$ cat src/rtl/lock_search_ctrl.sv
// Sequencer for the PCMA lock calculator: latches a histogram frame, finds its
// argmax bin, hands both to the calculator and applies lock/unlock hysteresis.
module lock_search_ctrl #(
   parameter int DATA_WIDTH      = 16,
   parameter int BOUND_NUM       = 32,
   parameter int BOUND_NUM_WIDTH = 5,
   parameter int LOCK_THR        = 3,
   parameter int UNLOCK_THR      = 2,
   parameter int SEARCH_TRIES    = 4,
   parameter int WAIT_TIMEOUT    = 64
) (
   input  logic                            clk,
   input  logic                            reset_n,
   input  logic                            enable_i,
   input  logic                            hist_val_i,
   input  logic [DATA_WIDTH*BOUND_NUM-1:0] hist_data_i,
   output logic                            hist_rdy_o,
   output logic                            calc_val_o,
   output logic [DATA_WIDTH*BOUND_NUM-1:0] calc_data_o,
   output logic [BOUND_NUM_WIDTH-1:0]      calc_max_num_o,
   output logic [2:0]                      calc_mode_o,
   input  logic                            calc_val_i,
   input  logic                            calc_lock_i,
   output logic [2:0]                      mode_o,
   output logic                            locked_o,
   output logic                            status_val_o,
   output logic                            timeout_o
);

   localparam int HIT_W  = $clog2(LOCK_THR + 1);
   localparam int MISS_W = $clog2(UNLOCK_THR + 1);
   localparam int TRY_W  = $clog2(SEARCH_TRIES + 1);
   localparam int TMR_W  = $clog2(WAIT_TIMEOUT + 1);

   localparam logic [HIT_W-1:0]           HIT_LAST  = HIT_W'(LOCK_THR - 1);
   localparam logic [MISS_W-1:0]          MISS_LAST = MISS_W'(UNLOCK_THR - 1);
   localparam logic [TRY_W-1:0]           TRY_LAST  = TRY_W'(SEARCH_TRIES - 1);
   localparam logic [TMR_W-1:0]           TMR_LAST  = TMR_W'(WAIT_TIMEOUT - 1);
   localparam logic [BOUND_NUM_WIDTH-1:0] SCAN_LAST = BOUND_NUM_WIDTH'(BOUND_NUM - 1);

   localparam logic [2:0] MODE_FM4 = 3'b001;
   localparam logic [2:0] MODE_FM8 = 3'b010;

   typedef enum logic [2:0] {
      S_IDLE,
      S_SCAN,
      S_ISSUE,
      S_WAIT,
      S_UPDATE
   } state_t;

   state_t                           r_state;
   state_t                           w_next_state;
   logic [DATA_WIDTH*BOUND_NUM-1:0]  r_frame;
   logic [DATA_WIDTH-1:0]            r_max_val;
   logic [BOUND_NUM_WIDTH-1:0]       r_max_idx;
   logic [BOUND_NUM_WIDTH-1:0]       r_scan_idx;
   logic [TMR_W-1:0]                 r_timer;
   logic                             r_verdict;
   logic                             r_timeout;
   logic [HIT_W-1:0]                 r_hit_cnt;
   logic [MISS_W-1:0]                r_miss_cnt;
   logic [TRY_W-1:0]                 r_try_cnt;
   logic                             r_locked;
   logic [2:0]                       r_mode;
   logic [DATA_WIDTH-1:0]            w_bins [BOUND_NUM];
   logic [DATA_WIDTH-1:0]            w_cur_bin;

   always_comb begin
      for (int i = 0; i < BOUND_NUM; i++) begin
         w_bins[i] = r_frame[i*DATA_WIDTH +: DATA_WIDTH];
      end
   end

   assign w_cur_bin = w_bins[r_scan_idx];

   // State register
   always_ff @(posedge clk or negedge reset_n) begin
      if (!reset_n) begin
         r_state <= S_IDLE;
      end else begin
         r_state <= w_next_state;
      end
   end

   // Next-state logic; a low enable wins over every state
   always_comb begin
      w_next_state = r_state;
      if (!enable_i) begin
         w_next_state = S_IDLE;
      end else begin
         case (r_state)
            S_IDLE:   if (hist_val_i) w_next_state = S_SCAN;
            S_SCAN:   if (r_scan_idx == SCAN_LAST) w_next_state = S_ISSUE;
            S_ISSUE:  w_next_state = S_WAIT;
            S_WAIT:   if (calc_val_i || (r_timer == TMR_LAST)) w_next_state = S_UPDATE;
            S_UPDATE: w_next_state = S_IDLE;
            default:  w_next_state = S_IDLE;
         endcase
      end
   end

   // Output decode; ready is gated by reset so it reads 0 while reset is held
   always_comb begin
      hist_rdy_o   = 1'b0;
      calc_val_o   = 1'b0;
      status_val_o = 1'b0;
      timeout_o    = 1'b0;
      case (r_state)
         S_IDLE:   hist_rdy_o = enable_i && reset_n;
         S_ISSUE:  calc_val_o = 1'b1;
         S_UPDATE: begin
            status_val_o = 1'b1;
            timeout_o    = r_timeout;
         end
         default: ;
      endcase
   end

   assign calc_data_o    = r_frame;
   assign calc_max_num_o = r_max_idx;
   assign calc_mode_o    = r_mode;
   assign mode_o         = r_mode;
   assign locked_o       = r_locked;

   // Frame capture, argmax scan, verdict capture and hysteresis counters
   always_ff @(posedge clk or negedge reset_n) begin
      if (!reset_n) begin
         r_frame    <= '0;
         r_max_val  <= '0;
         r_max_idx  <= '0;
         r_scan_idx <= '0;
         r_timer    <= '0;
         r_verdict  <= 1'b0;
         r_timeout  <= 1'b0;
         r_hit_cnt  <= '0;
         r_miss_cnt <= '0;
         r_try_cnt  <= '0;
         r_locked   <= 1'b0;
         r_mode     <= MODE_FM4;
      end else if (!enable_i) begin
         r_scan_idx <= '0;
         r_timer    <= '0;
         r_timeout  <= 1'b0;
         r_hit_cnt  <= '0;
         r_miss_cnt <= '0;
         r_try_cnt  <= '0;
         r_locked   <= 1'b0;
         r_mode     <= MODE_FM4;
      end else begin
         case (r_state)
            S_IDLE: begin
               if (hist_val_i) begin
                  r_frame    <= hist_data_i;
                  r_max_val  <= '0;
                  r_max_idx  <= '0;
                  r_scan_idx <= '0;
               end
            end
            S_SCAN: begin
               // Strict compare keeps the lowest index on ties
               if (w_cur_bin > r_max_val) begin
                  r_max_val <= w_cur_bin;
                  r_max_idx <= r_scan_idx;
               end
               r_scan_idx <= (r_scan_idx == SCAN_LAST) ? '0 : r_scan_idx + 1'b1;
            end
            S_ISSUE: begin
               r_timer   <= '0;
               r_timeout <= 1'b0;
            end
            S_WAIT: begin
               if (calc_val_i) begin
                  r_verdict <= calc_lock_i;
               end else if (r_timer == TMR_LAST) begin
                  r_verdict <= 1'b0;
                  r_timeout <= 1'b1;
               end else begin
                  r_timer <= r_timer + 1'b1;
               end
            end
            S_UPDATE: begin
               if (!r_locked) begin
                  if (r_verdict) begin
                     if (r_hit_cnt == HIT_LAST) begin
                        r_locked   <= 1'b1;
                        r_hit_cnt  <= '0;
                        r_miss_cnt <= '0;
                        r_try_cnt  <= '0;
                     end else begin
                        r_hit_cnt <= r_hit_cnt + 1'b1;
                     end
                  end else begin
                     r_hit_cnt <= '0;
                     if (r_try_cnt == TRY_LAST) begin
                        r_mode    <= (r_mode == MODE_FM4) ? MODE_FM8 : MODE_FM4;
                        r_try_cnt <= '0;
                     end else begin
                        r_try_cnt <= r_try_cnt + 1'b1;
                     end
                  end
               end else begin
                  if (r_verdict) begin
                     r_miss_cnt <= '0;
                  end else if (r_miss_cnt == MISS_LAST) begin
                     r_locked   <= 1'b0;
                     r_hit_cnt  <= '0;
                     r_miss_cnt <= '0;
                     r_try_cnt  <= '0;
                  end else begin
                     r_miss_cnt <= r_miss_cnt + 1'b1;
                  end
               end
            end
            default: ;
         endcase
      end
   end

endmodule

$ cat config.mk
export PLATFORM = sky130hd
export DESIGN_NAME = lock_search_ctrl
export DESIGN_NICKNAME = d
export VERILOG_FILES = /design/src/rtl/lock_search_ctrl.sv
export SDC_FILE = /design/constraint.sdc
export NUM_CORES = 1
export LEC_CHECK = 0
export CORE_AREA = 10 10 402 404
export CTS_BUF_LIST = sky130_fd_sc_hd__clkbuf_4
export CTS_CLUSTER_SIZE = 16
export DETAILED_ROUTE_END_ITERATION = 6
export DIE_AREA = 0 0 412 414
export GPL_TIMING_DRIVEN = 0
export REMOVE_ABC_BUFFERS = 1
export SETUP_SLACK_MARGIN = 0.05
export SLEW_MARGIN = 40
export SYNTH_ARGS = -nofsm -noshare
export SYNTH_HDL_FRONTEND = slang
export SYNTH_SLANG_ARGS = --single-unit
export TNS_END_PERCENT = 50
$ cat constraint.sdc
create_clock -name clk -period 3.6 [get_ports clk]
set_input_delay 0.72 -clock clk [delete_from_list [all_inputs] [get_ports clk]]
set_output_delay 0.72 -clock clk [all_outputs]
set_load 0.02 [all_outputs]
==> flow_metrics.py, run 1 <==
metrics = {
    "floorplanning": {
        "die-height_um": 414,
        "fp.dieArea_um2": 171000,
        "rows": 144,
        "core_area_um2": 153000,
        "floorplan.io_pins": 1046,
        "dieWidth_um": 412,
        "effective_utilization_at_floorplan_pct": 16.8,
    },
    "global_route": {
        "number_of_antenna_violations_at_the_first_check_in_global_routing": 69,
        "grt_pass1_wl_um": 208000,
        "grt_overflow": 0,
        "overall_global_routing_usage_pct": 17.2,
        "grt_max_degree": 104,
        "first_global_vias": 25006,
    },
    "setup_path": {
        "critPathMaxStageDelay_ps": 510,
        "reg2reg_slack_ps": -510,
        "largest_driver_fanout_on_the_critical_path": 6,
        "critPathLaunchType": "register",
        "setup.worst_path.class": "reg -> reg",
        "cp-startpoint": "r_scan_idx[0]",
        "crit-reg2reg-launch": "r_scan_idx[0]",
        "r2r-end": "r_max_val[6]",
        "critPathCaptureType": "register",
        "ff2ff_path_depth": 18,
        "worst_ep_required_time_ps": 4600,
        "path_cells": "buf_16 > buf_16 > buf_16 > buf_12 > buf_12 > mux4_2 > a22oi_2 > nand3_4 > o21ai_4 > inv_2 > ha_4 > nand4_1 > buf_4 > a2111oi_4 > buf_4 > nor4_4 > buf_4 > o32ai_1",
        "critical-path-slowest-cell": "sky130_fd_sc_hd__dfrtp_4",
        "critical_path_arrival_ps": 5100,
    },
    "synthesis": {
        "synthFlopType": "sky130_fd_sc_hd__dfrtp_1",
        "netlist_instances": 1716,
        "yosysWarnings": 0,
        "synth_edf_count": 0,
        "synth.lib_cells_used.distinct": 59,
        "yosysSeqAreaShare_pct": 54.4,
        "ys_ff_latch": 560,
        "average_size_of_a_mapped_cell_um2": 15.0,
        "synth_largest_type_area_fraction_pct": 54.2,
        "synth_top_cells_by_area": "sky130_fd_sc_hd__dfrtp_1 54%, sky130_fd_sc_hd__mux2_1 22%, sky130_fd_sc_hd__mux4_2 8.5%",
        "syn_area_um2": 25800,
        "yosysTopAreaCell": "sky130_fd_sc_hd__dfrtp_1",
        "async_flop_share_pct": 100,
    },
    "timing": {
        "rsz0062_at_grt": "true",
        "clock_skew_ps": 66.8,
        "fin_tns_setup_ps": -9760,
        "fin_ws_ps": -506,
        "headroom_to_the_max_slew_limit_pct": 50.1,
        "fmaxAchievable_mhz": 244,
        "worst_pin_slew_ps": 746,
        "final_max_slew_viol_count": 0,
        "hold_viol": 0,
        "final.min_clock_period_ps": 4110,
        "timing.final.setup_violations": 21,
        "timing.final.crit_share_pct": 114,
    },
    "place": {
        "place.port_buffers": 1043,
        "place_inst": 4730,
        "place.detailed.hpwl_um": 115000,
        "place_congestion": 0.832,
    },
    "cts": {
        "clkLatencyLatePin_ps": 1140,
        "cts-root-buf": "sky130_fd_sc_hd__clkbuf_4",
        "tritoncts": "done",
        "clock_sink_total": 560,
        "clkSlewWorstSetupHoldPaths_ps": 60,
        "cts_made_buffers": 179,
        "htreeDepth": 4,
        "cts.path.max_buffers": 3,
    },
    "routing": {
        "route.vias.total": 22765,
        "drc": 0,
        "drt-wirelength-per-cell_um": 27.4,
        "avgViaCountPerCell": 4.13,
        "drtIter0Drc": 1128,
        "dr.pass1.iters": 7,
        "total_length_of_routed_wires_um": 151000,
        "postRouteAntennaNets": 0,
    },
    "power_and_ir_drop": {
        "power.leakage_nw": 18.6,
        "power_per_cell_area_nw_per_um2": 554,
        "ir_drop_uv": 282,
    },
    "outcome": {
        "failed_checks": "setup timing",
        "status": "complete, but fails checks",
    },
    "layout": {
        "ratio_of_cells_with_drive_above_1_in_the_final_layout_pct": 18.7,
        "layoutNonFillerInstCount": 5513,
        "area.growth.synth_to_final_pct": 82.2,
        "nets": 3851,
    },
    "worst_hold_path": {
        "min_delay_path_depth": 2,
        "hp-start": "hist_data_i[419]",
        "worstHoldPathType": "in -> reg",
        "timing.hold.worst_endpoint": "calc_data_o[419]",
    },
    "job": {
        "maxCapViolations": 0,
    },
}
-- per-layer routing --
layer	vias to the layer above	part of all wire, %	GRT usage, %
met2	1033	50	29.4
met4	6	2.8	5.17
met1	11656	38	19.6
met3	284	9.1	6.66
met5	-	0.023	0
li1	9786	-	-
-- synthesized netlist by cell type, types with 7 or more instances --
cell type and number:
sky130_fd_sc_hd__dfrtp_1 559, sky130_fd_sc_hd__mux2_1 511, sky130_fd_sc_hd__mux4_2 97, sky130_fd_sc_hd__buf_2 51, sky130_fd_sc_hd__mux2i_1 44, sky130_fd_sc_hd__inv_1 40
sky130_fd_sc_hd__buf_4 37, sky130_fd_sc_hd__nand2_1 32, sky130_fd_sc_hd__mux2_2 31, sky130_fd_sc_hd__clkbuf_1 23, sky130_fd_sc_hd__nor2_1 23, sky130_fd_sc_hd__nand3_1 21
sky130_fd_sc_hd__a22o_1 20, sky130_fd_sc_hd__ha_1 20, sky130_fd_sc_hd__o21ai_1 20, sky130_fd_sc_hd__a21o_1 17, sky130_fd_sc_hd__a22oi_1 17, sky130_fd_sc_hd__o32ai_1 17
sky130_fd_sc_hd__o221ai_1 16, sky130_fd_sc_hd__a221oi_1 14, sky130_fd_sc_hd__buf_6 10, sky130_fd_sc_hd__o21ai_0 10, sky130_fd_sc_hd__a21oi_1 9, sky130_fd_sc_hd__and3_1 8
sky130_fd_sc_hd__nand2b_1 7
-- layout make-up --
type | instances | area (um^2)
fillers | 15411 | 106000
repair buffers | 1534 | 16300
flip-flops and latches | 560 | 14000
multi-input cells | 997 | 11600
well taps | 2044 | 2560
clock buffers | 250 | 1880
clock inverters | 51 | 337
inverters | 41 | 154
diodes | 36 | 90.1
-- worst max path at each step --
stage | end | slack [ps] | depth (start not counted)
CTS | r_max_val[9] | -480 | 17
detailed placement | r_max_val[8] | -1400 | 13
global placement | calc_data_o[207] | -26650 | 1
global route | r_max_val[10] | -640 | 18
floorplan | calc_data_o[304] | -11150 | 3
finish | r_max_val[6] | -510 | 18
-- state kept, by name (all words and copies together) (netlist names) --
register and count:
calc_data_o 512, r_max_val 16, r_timer 7, calc_max_num_o 5, r_scan_idx 5, r_state 3
r_try_cnt 3, calc_mode_o 2, r_hit_cnt 2, r_miss_cnt 2, locked_o 1, r_timeout 1
r_verdict 1
-- cell usage in the layout (no fill, tap or decap), types with 10 or more instances in the layout --
cell,instances
sky130_fd_sc_hd__a21o_1,16
sky130_fd_sc_hd__a22o_1,18
sky130_fd_sc_hd__a22oi_1,11
sky130_fd_sc_hd__buf_12,38
sky130_fd_sc_hd__buf_16,29
sky130_fd_sc_hd__buf_4,47
sky130_fd_sc_hd__clkbuf_4,250
sky130_fd_sc_hd__clkdlybuf4s50_1,1038
sky130_fd_sc_hd__clkinv_1,32
sky130_fd_sc_hd__dfrtp_1,552
sky130_fd_sc_hd__diode_2,36
sky130_fd_sc_hd__dlygate4sd3_1,358
sky130_fd_sc_hd__ha_1,12
sky130_fd_sc_hd__inv_1,33
sky130_fd_sc_hd__mux2_1,505
sky130_fd_sc_hd__mux2_2,35
sky130_fd_sc_hd__mux2i_1,44
sky130_fd_sc_hd__mux4_2,97
sky130_fd_sc_hd__nand2_1,31
sky130_fd_sc_hd__nand3_1,11
sky130_fd_sc_hd__nor2_1,21
sky130_fd_sc_hd__o21ai_0,10
sky130_fd_sc_hd__o21ai_4,13
sky130_fd_sc_hd__o221ai_1,16
sky130_fd_sc_hd__o32ai_2,10
-- stage by stage --
stage          worst slack (ps)  instance area, um^2  power [mW]  hold WS, ps  utilization [%]
5_1_grt                    -638                47000        27.5         17.7             30.6
6_report                   -506                47000        26.1          236             30.6
3_5_place_dp              -1400                39100        18.3          497             25.5
3_3_place_gp             -26650                38000        18.7          486             24.8
4_1_cts                    -478                46600        26.4       0.0582             30.4
2_1_floorplan            -11150                25100        13.0          424                -
-- worst max-delay path, delay by kind of cell (launching register included) --
family / cells / cell delay [ps]
AO/OA/AOI/OAI: 4 / 990
adder cells (fa/ha/maj): 1 / 280
buffers and inverters: 9 / 1380
flip-flops: 1 / 510
multiplexers: 1 / 420
AND/OR/NAND/NOR: 3 / 390
-- logic make-up after synthesis --
family                     after synthesis  share of synthesized area [%]
AOI/OAI and AO/OA                      162                           4.77
xor gates and xnor gates                 5                          0.170
adders and majority gates               20                          0.970
buffers and inverters                  164                           3.46
DFF                                    560                           54.4
muxes                                  683                           33.8
other                                    1                         0.0145
and+or+nand+nor                        121                           2.41
-- what timing repair did --
| item | in CTS | in global routing |
|---|---|---|
| endpoints found under the hold margin | 646 | 0 |
| setup buffers | 51 | 16 |
| resized for setup | 110 | 29 |
| pin swaps | 42 | 25 |
| cloned | 13 | 2 |
| hold buffers | 367 | 0 |
| setup endpoints to repair | 64 | 93 |
-- report_power, final --
part | internal (mW) | switching, mW | leakage (nW)
Sequential | 7.72 | 1.46 | 6.66
Combinational | 5.18 | 5.02 | 10.6
Clock | 3.41 | 3.27 | 1.31
Total | 16.3 | 9.74 | 18.6
Power figures use the tool's default switching activity.
==> run 2: changes to the inputs <==
--- a/config.mk
+++ b/config.mk
@@ -5,6 +5,7 @@
 export SDC_FILE = /design/constraint.sdc
 export NUM_CORES = 1
 export LEC_CHECK = 0
+export ABC_AREA = 0
 export CORE_AREA = 10 10 402 404
 export CTS_BUF_LIST = sky130_fd_sc_hd__clkbuf_4
 export CTS_CLUSTER_SIZE = 16
==> results of run 2 <==
The final DEF is identical to that of run 1; final timing and power are the same.
